===== src/rtl/stream_port_responder.sv =====
// stream_port_responder: PU-facing stream read/write FIFOs bridging memory fill and drain handshakes.
module stream_port_responder #(
    parameter int AXI_DATA_W = 64,
    parameter int RD_DEPTH   = 8,
    parameter int WR_DEPTH   = 8
) (
    input  logic                     clk,
    input  logic                     resetn,
    input  logic                     fill_valid,
    output logic                     fill_ready,
    input  logic [AXI_DATA_W-1:0]    fill_data,
    output logic                     stream_read_ready,
    input  logic                     stream_read_req,
    output logic [AXI_DATA_W-1:0]    stream_read_data,
    output logic                     stream_write_ready,
    input  logic                     stream_write_req,
    input  logic [AXI_DATA_W-1:0]    stream_write_data,
    output logic                     drain_valid,
    input  logic                     drain_ready,
    output logic [AXI_DATA_W-1:0]    drain_data,
    output logic [$clog2(RD_DEPTH):0] rd_count,
    output logic [$clog2(WR_DEPTH):0] wr_count,
    output logic                     err_underflow,
    output logic                     err_overflow
);
    localparam int RA = $clog2(RD_DEPTH);
    localparam int WA = $clog2(WR_DEPTH);

    logic [AXI_DATA_W-1:0] rd_mem [RD_DEPTH];
    logic [AXI_DATA_W-1:0] wr_mem [WR_DEPTH];
    logic [RA:0]           rd_wp_q, rd_wp_d, rd_rp_q, rd_rp_d;
    logic [WA:0]           wr_wp_q, wr_wp_d, wr_rp_q, wr_rp_d;
    logic [AXI_DATA_W-1:0] rd_data_q, rd_data_d;
    logic                  err_under_q, err_under_d, err_over_q, err_over_d;
    logic                  rd_full, rd_empty, wr_full, wr_empty;
    logic                  rd_push, rd_pop, wr_push, wr_pop;

    always_comb begin
        rd_full     = (rd_wp_q[RA] != rd_rp_q[RA]) && (rd_wp_q[RA-1:0] == rd_rp_q[RA-1:0]);
        rd_empty    = rd_wp_q == rd_rp_q;
        wr_full     = (wr_wp_q[WA] != wr_rp_q[WA]) && (wr_wp_q[WA-1:0] == wr_rp_q[WA-1:0]);
        wr_empty    = wr_wp_q == wr_rp_q;
        rd_push     = fill_valid && !rd_full;
        rd_pop      = stream_read_req && !rd_empty;
        wr_pop      = !wr_empty && drain_ready;
        // a full write FIFO still takes a word when its head leaves in the same cycle
        wr_push     = stream_write_req && (!wr_full || wr_pop);
        rd_wp_d     = rd_wp_q + (RA+1)'(rd_push);
        rd_rp_d     = rd_rp_q + (RA+1)'(rd_pop);
        wr_wp_d     = wr_wp_q + (WA+1)'(wr_push);
        wr_rp_d     = wr_rp_q + (WA+1)'(wr_pop);
        rd_data_d   = rd_pop ? rd_mem[rd_rp_q[RA-1:0]] : rd_data_q;
        err_under_d = err_under_q || (stream_read_req && rd_empty);
        err_over_d  = err_over_q || (stream_write_req && !wr_push);
    end

    always_ff @(posedge clk) begin
        if (!resetn) begin
            rd_wp_q     <= '0;
            rd_rp_q     <= '0;
            wr_wp_q     <= '0;
            wr_rp_q     <= '0;
            rd_data_q   <= '0;
            err_under_q <= 1'b0;
            err_over_q  <= 1'b0;
        end else begin
            rd_wp_q     <= rd_wp_d;
            rd_rp_q     <= rd_rp_d;
            wr_wp_q     <= wr_wp_d;
            wr_rp_q     <= wr_rp_d;
            rd_data_q   <= rd_data_d;
            err_under_q <= err_under_d;
            err_over_q  <= err_over_d;
        end
    end

    always_ff @(posedge clk) begin
        if (rd_push) rd_mem[rd_wp_q[RA-1:0]] <= fill_data;
        if (wr_push) wr_mem[wr_wp_q[WA-1:0]] <= stream_write_data;
    end

    assign fill_ready         = !rd_full;
    assign stream_read_ready  = !rd_empty;
    assign stream_read_data   = rd_data_q;
    assign rd_count           = rd_wp_q - rd_rp_q;
    assign wr_count           = wr_wp_q - wr_rp_q;
    assign stream_write_ready = wr_count <= (WA+1)'(WR_DEPTH - 2);
    assign drain_valid        = !wr_empty;
    assign drain_data         = wr_mem[wr_rp_q[WA-1:0]];
    assign err_underflow      = err_under_q;
    assign err_overflow       = err_over_q;
endmodule

===== config.mk =====
export PLATFORM = sky130hd
export DESIGN_NAME = stream_port_responder
export DESIGN_NICKNAME = d
export VERILOG_FILES = /design/src/rtl/stream_port_responder.sv
export SDC_FILE = /design/constraint.sdc
export NUM_CORES = 1
export LEC_CHECK = 0
export CAP_MARGIN = 20
export CORE_ASPECT_RATIO = 0.8
export CORE_MARGIN = 10
export CORE_UTILIZATION = 50
export DETAILED_ROUTE_END_ITERATION = 7
export GPL_TIMING_DRIVEN = 0
export PLACE_DENSITY = 0.67
export SYNTH_ARGS = -nofsm -noshare
export SYNTH_HDL_FRONTEND = slang
export SYNTH_SLANG_ARGS = --single-unit
export TNS_END_PERCENT = 50

===== constraint.sdc =====
create_clock -name clk -period 16.6 [get_ports clk]
set_clock_uncertainty 0.1 [all_clocks]
set_input_delay 1.66 -clock clk [delete_from_list [all_inputs] [get_ports clk]]
set_output_delay 1.66 -clock clk [all_outputs]
set_load 0.02 [all_outputs]

==> results.sh, run 1 <==
export IMPL_run_status="complete, no violations"
export IMPL_ant_nets=0
export IMPL_dp_hpwl_um=65300
export IMPL_clk_pin_slew_ns=0.06
export IMPL_path_max_fanout=10
export IMPL_cp_cell_sequence="clkbuf_1 > buf_2 > inv_1 > ha_1 > nor2b_1 > o21a_1 > or3_1 > a32oi_1 > clkdlybuf4s50_1"
export IMPL_fp_dieH_um=279
export IMPL_synth_seq_cells=1106
export IMPL_fin_crit_ns=6.11
export IMPL_drc_errors=0
export IMPL_vias_per_cell=5.66
export IMPL_timing_setup_tns_ns=0
export IMPL_final_setup_viol_count=0
export IMPL_cts_buffer_depth=3
export IMPL_arrival_ns=4.35
export IMPL_synth_top_area_cell="edfxtp_1"
export IMPL_grt_pass1_vias=22200
export IMPL_drv_slew=0
export IMPL_cpPeakStageDelay_ns=0.70
export IMPL_design_die_area_um2=95600
export IMPL_grt_use_total_pct=20.2
export IMPL_yosysWarnings=0
export IMPL_worstSetupPathType="reg -> out"
export IMPL_drive_gt1_share_pct=21.4
export IMPL_synth_top_family_by_area="multiplexers"
export IMPL_synth_area_mux_share_pct=13.4
export IMPL_synth_area_um2=41800
export IMPL_cap_violations=0
export IMPL_cts_resized=0
export IMPL_ios=276
export IMPL_syn2layout_area_growth_pct=21.3
export IMPL_clock_latency_ns=0.67
export IMPL_first_iter_violations=1984
export IMPL_cts_root_buf="clkbuf_16"
export IMPL_final_period_utilization_pct=36.8
export IMPL_drt_pass1_iterations=5
export IMPL_chipWidth_um=343
export IMPL_avgSynthCellArea_um2=19.9
export IMPL_critPathLaunchType="flip-flop"
export IMPL_rsz0062_at_grt="no"
export IMPL_yosysTopAreaCellShare_pct=73.6
export IMPL_antenna_found_initial=18
export IMPL_cts_setup_buffers=0
export IMPL_grt_max_degree=27
export IMPL_mostFrequentLayoutCells="1024 x edfxtp_1, 274 x clkdlybuf4s50_1, 198 x nand2_1, 192 x mux4_2, 131 x a21oi_1"
export IMPL_numCtsBuffers=104
export IMPL_final_common_cell="edfxtp_1"
export IMPL_cellPowerDensity_nw_per_um2=132
export IMPL_hold_violations=0
export IMPL_gp_congestion=0.752
export IMPL_crit_slowest_cell="clkdlybuf4s50_1"
export IMPL_portBuffers=274
export IMPL_vdd_drop_max_mv=0.0887
export IMPL_synth_xor_area_share_pct=0.294
export IMPL_synth_compound_area_share_pct=3.72
export IMPL_overflow=0
export IMPL_synthAdderAreaFrac_pct=0.515
export IMPL_coreArea_um2=82600
export IMPL_synth_cell_types=41
export IMPL_ctsHoldBuffers=0
export IMPL_fmax_ghz=0.164
export IMPL_crit_required_ns=14.84
export IMPL_wire_per_inst_um=25.8
export IMPL_netlist_instances=2104
export IMPL_fin_util_pct=61.4
export IMPL_relSlewSlack_pct=34.6
export IMPL_hp_class="reg -> reg"
export IMPL_wl_um=97700
export IMPL_ys_seq_area_share_pct=77.5
export IMPL_start_util_pct=50.6
export IMPL_worst_pin_slew_ns=0.975
export IMPL_grt_pass1_wl_um=144000
export IMPL_nNetsFinal=2731
export IMPL_vias=21400
export IMPL_finalPower_mw=6.68
export IMPL_h_tree_depth=3
export IMPL_synth_simple_gate_area_share_pct=2.53
export IMPL_synth_nets=2254
export IMPL_rows=94
export IMPL_cts_tree="done"
export IMPL_crit_path_end_kind="output port"
export IMPL_leakage_nw=16.4
export IMPL_synthTopCellsByArea="edfxtp_1 74%, mux4_2 10%, dfxtp_1 3.9%"
export IMPL_clock_sinks=1106
metrics by stage:
stage	setup WS (ns)	hold slack (ns)	cells	area (um^2)
after floorplan	7.48	0.467	2104	41800
after global placement	0.443	0.379	3482	45900
after detailed placement	11.20	0.383	3578	47200
after CTS	10.48	0.402	3770	50600
after global routing	10.38	0.469	3775	50600
final	10.49	0.397	3780	50700
synth_stat cells, drive strengths merged:
library cell	n
a21oi	131
or2	1
and2	18
mux2i	128
ha	14
nor2	9
dfxtp	82
o21a	3
nor4	2
nand3	6
o22ai	64
clkbuf	36
mux4	192
fa	2
buf	80
dlymetal6s2s	1
nand2b	4
nand4	1
inv	14
a32oi	1
nor3	5
edfxtp	1024
xnor2	9
a21o	1
xor2	5
nand2	198
nor4b	2
nor2b	4
nand3b	1
o21ai	65
or3	1
power by group:
part | switching [mW] | internal [mW]
sequential | 0.0450 | 3.15
combinational | 0.597 | 0.497
clock | 1.01 | 1.39
total | 1.65 | 5.03
cells by family (layout without fill, tap and decap cells):
logic type,after synthesis,count (layout)
other,0,9
buffers and inverters,131,694
DFF,1106,1106
and+or+nand+nor,252,252
AOI/OAI and AO/OA,265,265
muxes,320,320
adders and majority gates,16,16
xor gates and xnor gates,14,14
sequential cells by signal, summed over array words and instances, names as in the netlist:
signal	count
wr_wp_q	4
wr_rp_q	4
rd_wp_q	4
wr_mem	512
rd_mem	512
err_overflow	1
err_underflow	1
rd_rp_q	4
stream_read_data	64
worst max-delay path, delay by kind of cell (launching register included):
kind                       cells  cell delay, ns
buffers and inverters          4            1.83
AOI/OAI and AO/OA              2            0.56
DFF                            1            0.52
and+or+nand+nor                2            0.48
adders and majority gates      1            0.32
worst paths after layout:
check / startpoint / to / slack (ns) / depth (start not counted)
min: err_overflow / err_overflow / 0.40 / 2
max reg2reg: rd_rp_q[1] / rd_mem[1][30] / 12.35 / 12
max: wr_rp_q[1] / stream_write_ready / 10.49 / 9
min reg2reg: err_overflow / err_overflow / 0.40 / 2
cell type report:
cell class                 count  area, um^2
tap                         1104        1380
sequential                  1106       32400
timing repair buffer         371        3930
clock buffer                 124        2760
buffer                       117         776
fill                        5859       31900
multi-input combinational    867        8660
antenna                        9        22.5
inverter                      14        52.6
clock inverter                68         693
per-layer routing:
layer / wire length [um] / track usage [%] / vias to the layer above
li1: - / - / 9419
met1: 39500 / 26.8 / 11100
met2: 48000 / 32.9 / 685
met3: 8200 / 5.56 / 154
met4: 1880 / 5.05 / 22
met5: 125 / 0 / -
Note: power is estimated with default switching activity, not from simulation.
==> run 2: changes to the inputs <==
Settings changed: PLACE_DENSITY 0.67 to 0.7.
Clock period 16.6 ns to 5.6 ns, I/O delays scaled along.
==> results.sh, run 2 (synthesized netlist as in run 1, its figures left out) <==
export IMPL_clk_pin_slew_ns=0.06
export IMPL_worstSetupPathType="reg -> out"
export IMPL_crit_path_end_kind="output port"
export IMPL_hold_violations=0
export IMPL_dp_hpwl_um=66000
export IMPL_cpPeakStageDelay_ns=0.76
export IMPL_grt_use_total_pct=20.1
export IMPL_hold_ws_ns=0.197
export IMPL_fin_crit_ns=4.87
export IMPL_drc_errors=0
export IMPL_cts_root_buf="clkbuf_16"
export IMPL_path_max_fanout=10
export IMPL_rows=94
export IMPL_drv_slew=0
export IMPL_wl_um=97900
export IMPL_grt_max_degree=28
export IMPL_run_status="complete, no violations"
export IMPL_final_common_cell="edfxtp_1"
export IMPL_crit_slowest_cell="clkdlybuf4s50_1"
export IMPL_drt_pass1_iterations=5
export IMPL_reg2regPathDepth=11
export IMPL_nNetsFinal=2737
export IMPL_reg2reg_to="wr_mem[6][40]"
export IMPL_cts_setup_buffers=0
export IMPL_crit_required_ns=4.94
export IMPL_ctsHoldBuffers=0
export IMPL_antenna_found_initial=25
export IMPL_vdd_drop_max_mv=0.304
export IMPL_fin_util_pct=61.3
export IMPL_critPathCapture="stream_write_ready"
export IMPL_cp_cell_sequence="clkbuf_1 > buf_2 > inv_1 > ha_1 > nor2b_1 > o21a_1 > or3_1 > a32oi_1 > clkdlybuf4s50_1"
export IMPL_arrival_ns=4.21
export IMPL_grt_pass1_wl_um=144000
export IMPL_clock_sinks=1106
export IMPL_ios=276
export IMPL_portBuffers=274
export IMPL_wire_per_inst_um=25.8
export IMPL_mostFrequentLayoutCells="1024 x edfxtp_1, 274 x clkdlybuf4s50_1, 198 x nand2_1, 192 x mux4_2, 131 x a21oi_1"
export IMPL_first_iter_violations=1805
export IMPL_final_period_utilization_pct=87.0
export IMPL_coreArea_um2=82600
export IMPL_numCtsBuffers=105
export IMPL_fmax_ghz=0.205
export IMPL_chipWidth_um=343
export IMPL_critPathLaunchType="flip-flop"
export IMPL_overflow=0
export IMPL_cellPowerDensity_nw_per_um2=385
export IMPL_rrSetupSlack_ns=1.40
export IMPL_crit_start="wr_rp_q[1]"
export IMPL_gp_congestion=0.750
export IMPL_cap_violations=0
export IMPL_reg2reg_from="wr_rp_q[1]"
export IMPL_relSlewSlack_pct=37.9
export IMPL_design_die_area_um2=95600
export IMPL_drive_gt1_share_pct=21.1
export IMPL_clock_latency_ns=0.67
export IMPL_h_tree_depth=3
export IMPL_fill_cells=5796
export IMPL_leakage_nw=16.4
export IMPL_start_util_pct=50.6
export IMPL_rsz0062_at_grt="no"
export IMPL_syn2layout_area_growth_pct=21.1
export IMPL_cts_tree="done"
export IMPL_cts_buffer_depth=3
export IMPL_grt_pass1_vias=22000
export IMPL_cts_resized=0
export IMPL_fp_dieH_um=279
export IMPL_ant_nets=0
export IMPL_final_setup_viol_count=0
export IMPL_hp_class="in -> reg"
export IMPL_vias_per_cell=5.67
export IMPL_vias=21500
export IMPL_worst_pin_slew_ns=0.929
run 2: metal layers:
layer / global-route usage, % / part of all wire (%) / up-vias / wire length, um
li1: - / - / 9439 / -
met1: 26.8 / 41 / 11100 / 39700
met2: 32.5 / 49 / 756 / 48200
met3: 5.52 / 8.2 / 146 / 7980
met4: 5.56 / 1.9 / 28 / 1900
met5: 0 / 0.17 / - / 167
run 2: worst min-delay path by stage:
stage / from / cells after the start / to / slack, ns
CTS: resetn / 2 / err_overflow / 0.14
floorplan: wr_rp_q[3] / 2 / wr_rp_q[3] / 0.47
detailed placement: err_underflow / 2 / err_underflow / 0.40
global placement: err_underflow / 2 / err_underflow / 0.38
global route: resetn / 2 / err_overflow / 0.14
finish: resetn / 2 / err_underflow / 0.20
run 2: where the power goes:
part           leakage (nW)  switching, mW  internal (mW)
combinational          4.78           1.78           1.48
clock                  1.62           3.00           3.73
sequential             9.98          0.133           9.33
run 2: cell type report:
cell class,instances,area [um^2],share of cell area (%)
antenna,11,27.5,0.0544
buffer,117,776,1.53
clock buffer,123,2730,5.39
clock inverter,74,566,1.12
inverter,14,52.6,0.104
multi-input combinational,867,8660,17.1
sequential,1106,32400,64.0
tap,1104,1380,2.73
timing repair buffer,376,4010,7.92
run 2: worst max-delay path, delay by kind of cell, from the launching register on:
| family | cells | cell delay, ns |
|---|---|---|
| AOI/OAI and AO/OA | 2 | 0.40 |
| adders and majority gates | 1 | 0.32 |
| buffers and inverters | 4 | 1.85 |
| DFF | 1 | 0.49 |
| and+or+nand+nor | 2 | 0.48 |
run 2: through the flow:
stage	instances	instance area, um^2	worst slack (ns)	setup TNS, ns	power, mW
2_1_floorplan	2104	41800	-3.18	-987.06	11.5
3_3_place_gp	3482	45900	-10.33	-5435.70	12.8
3_5_place_dp	3582	47200	1.31	0	12.9
4_1_cts	3779	50500	0.646	0	19.6
5_1_grt	3787	50600	0.520	0	20.2
6_report	3792	50600	0.726	0	19.5
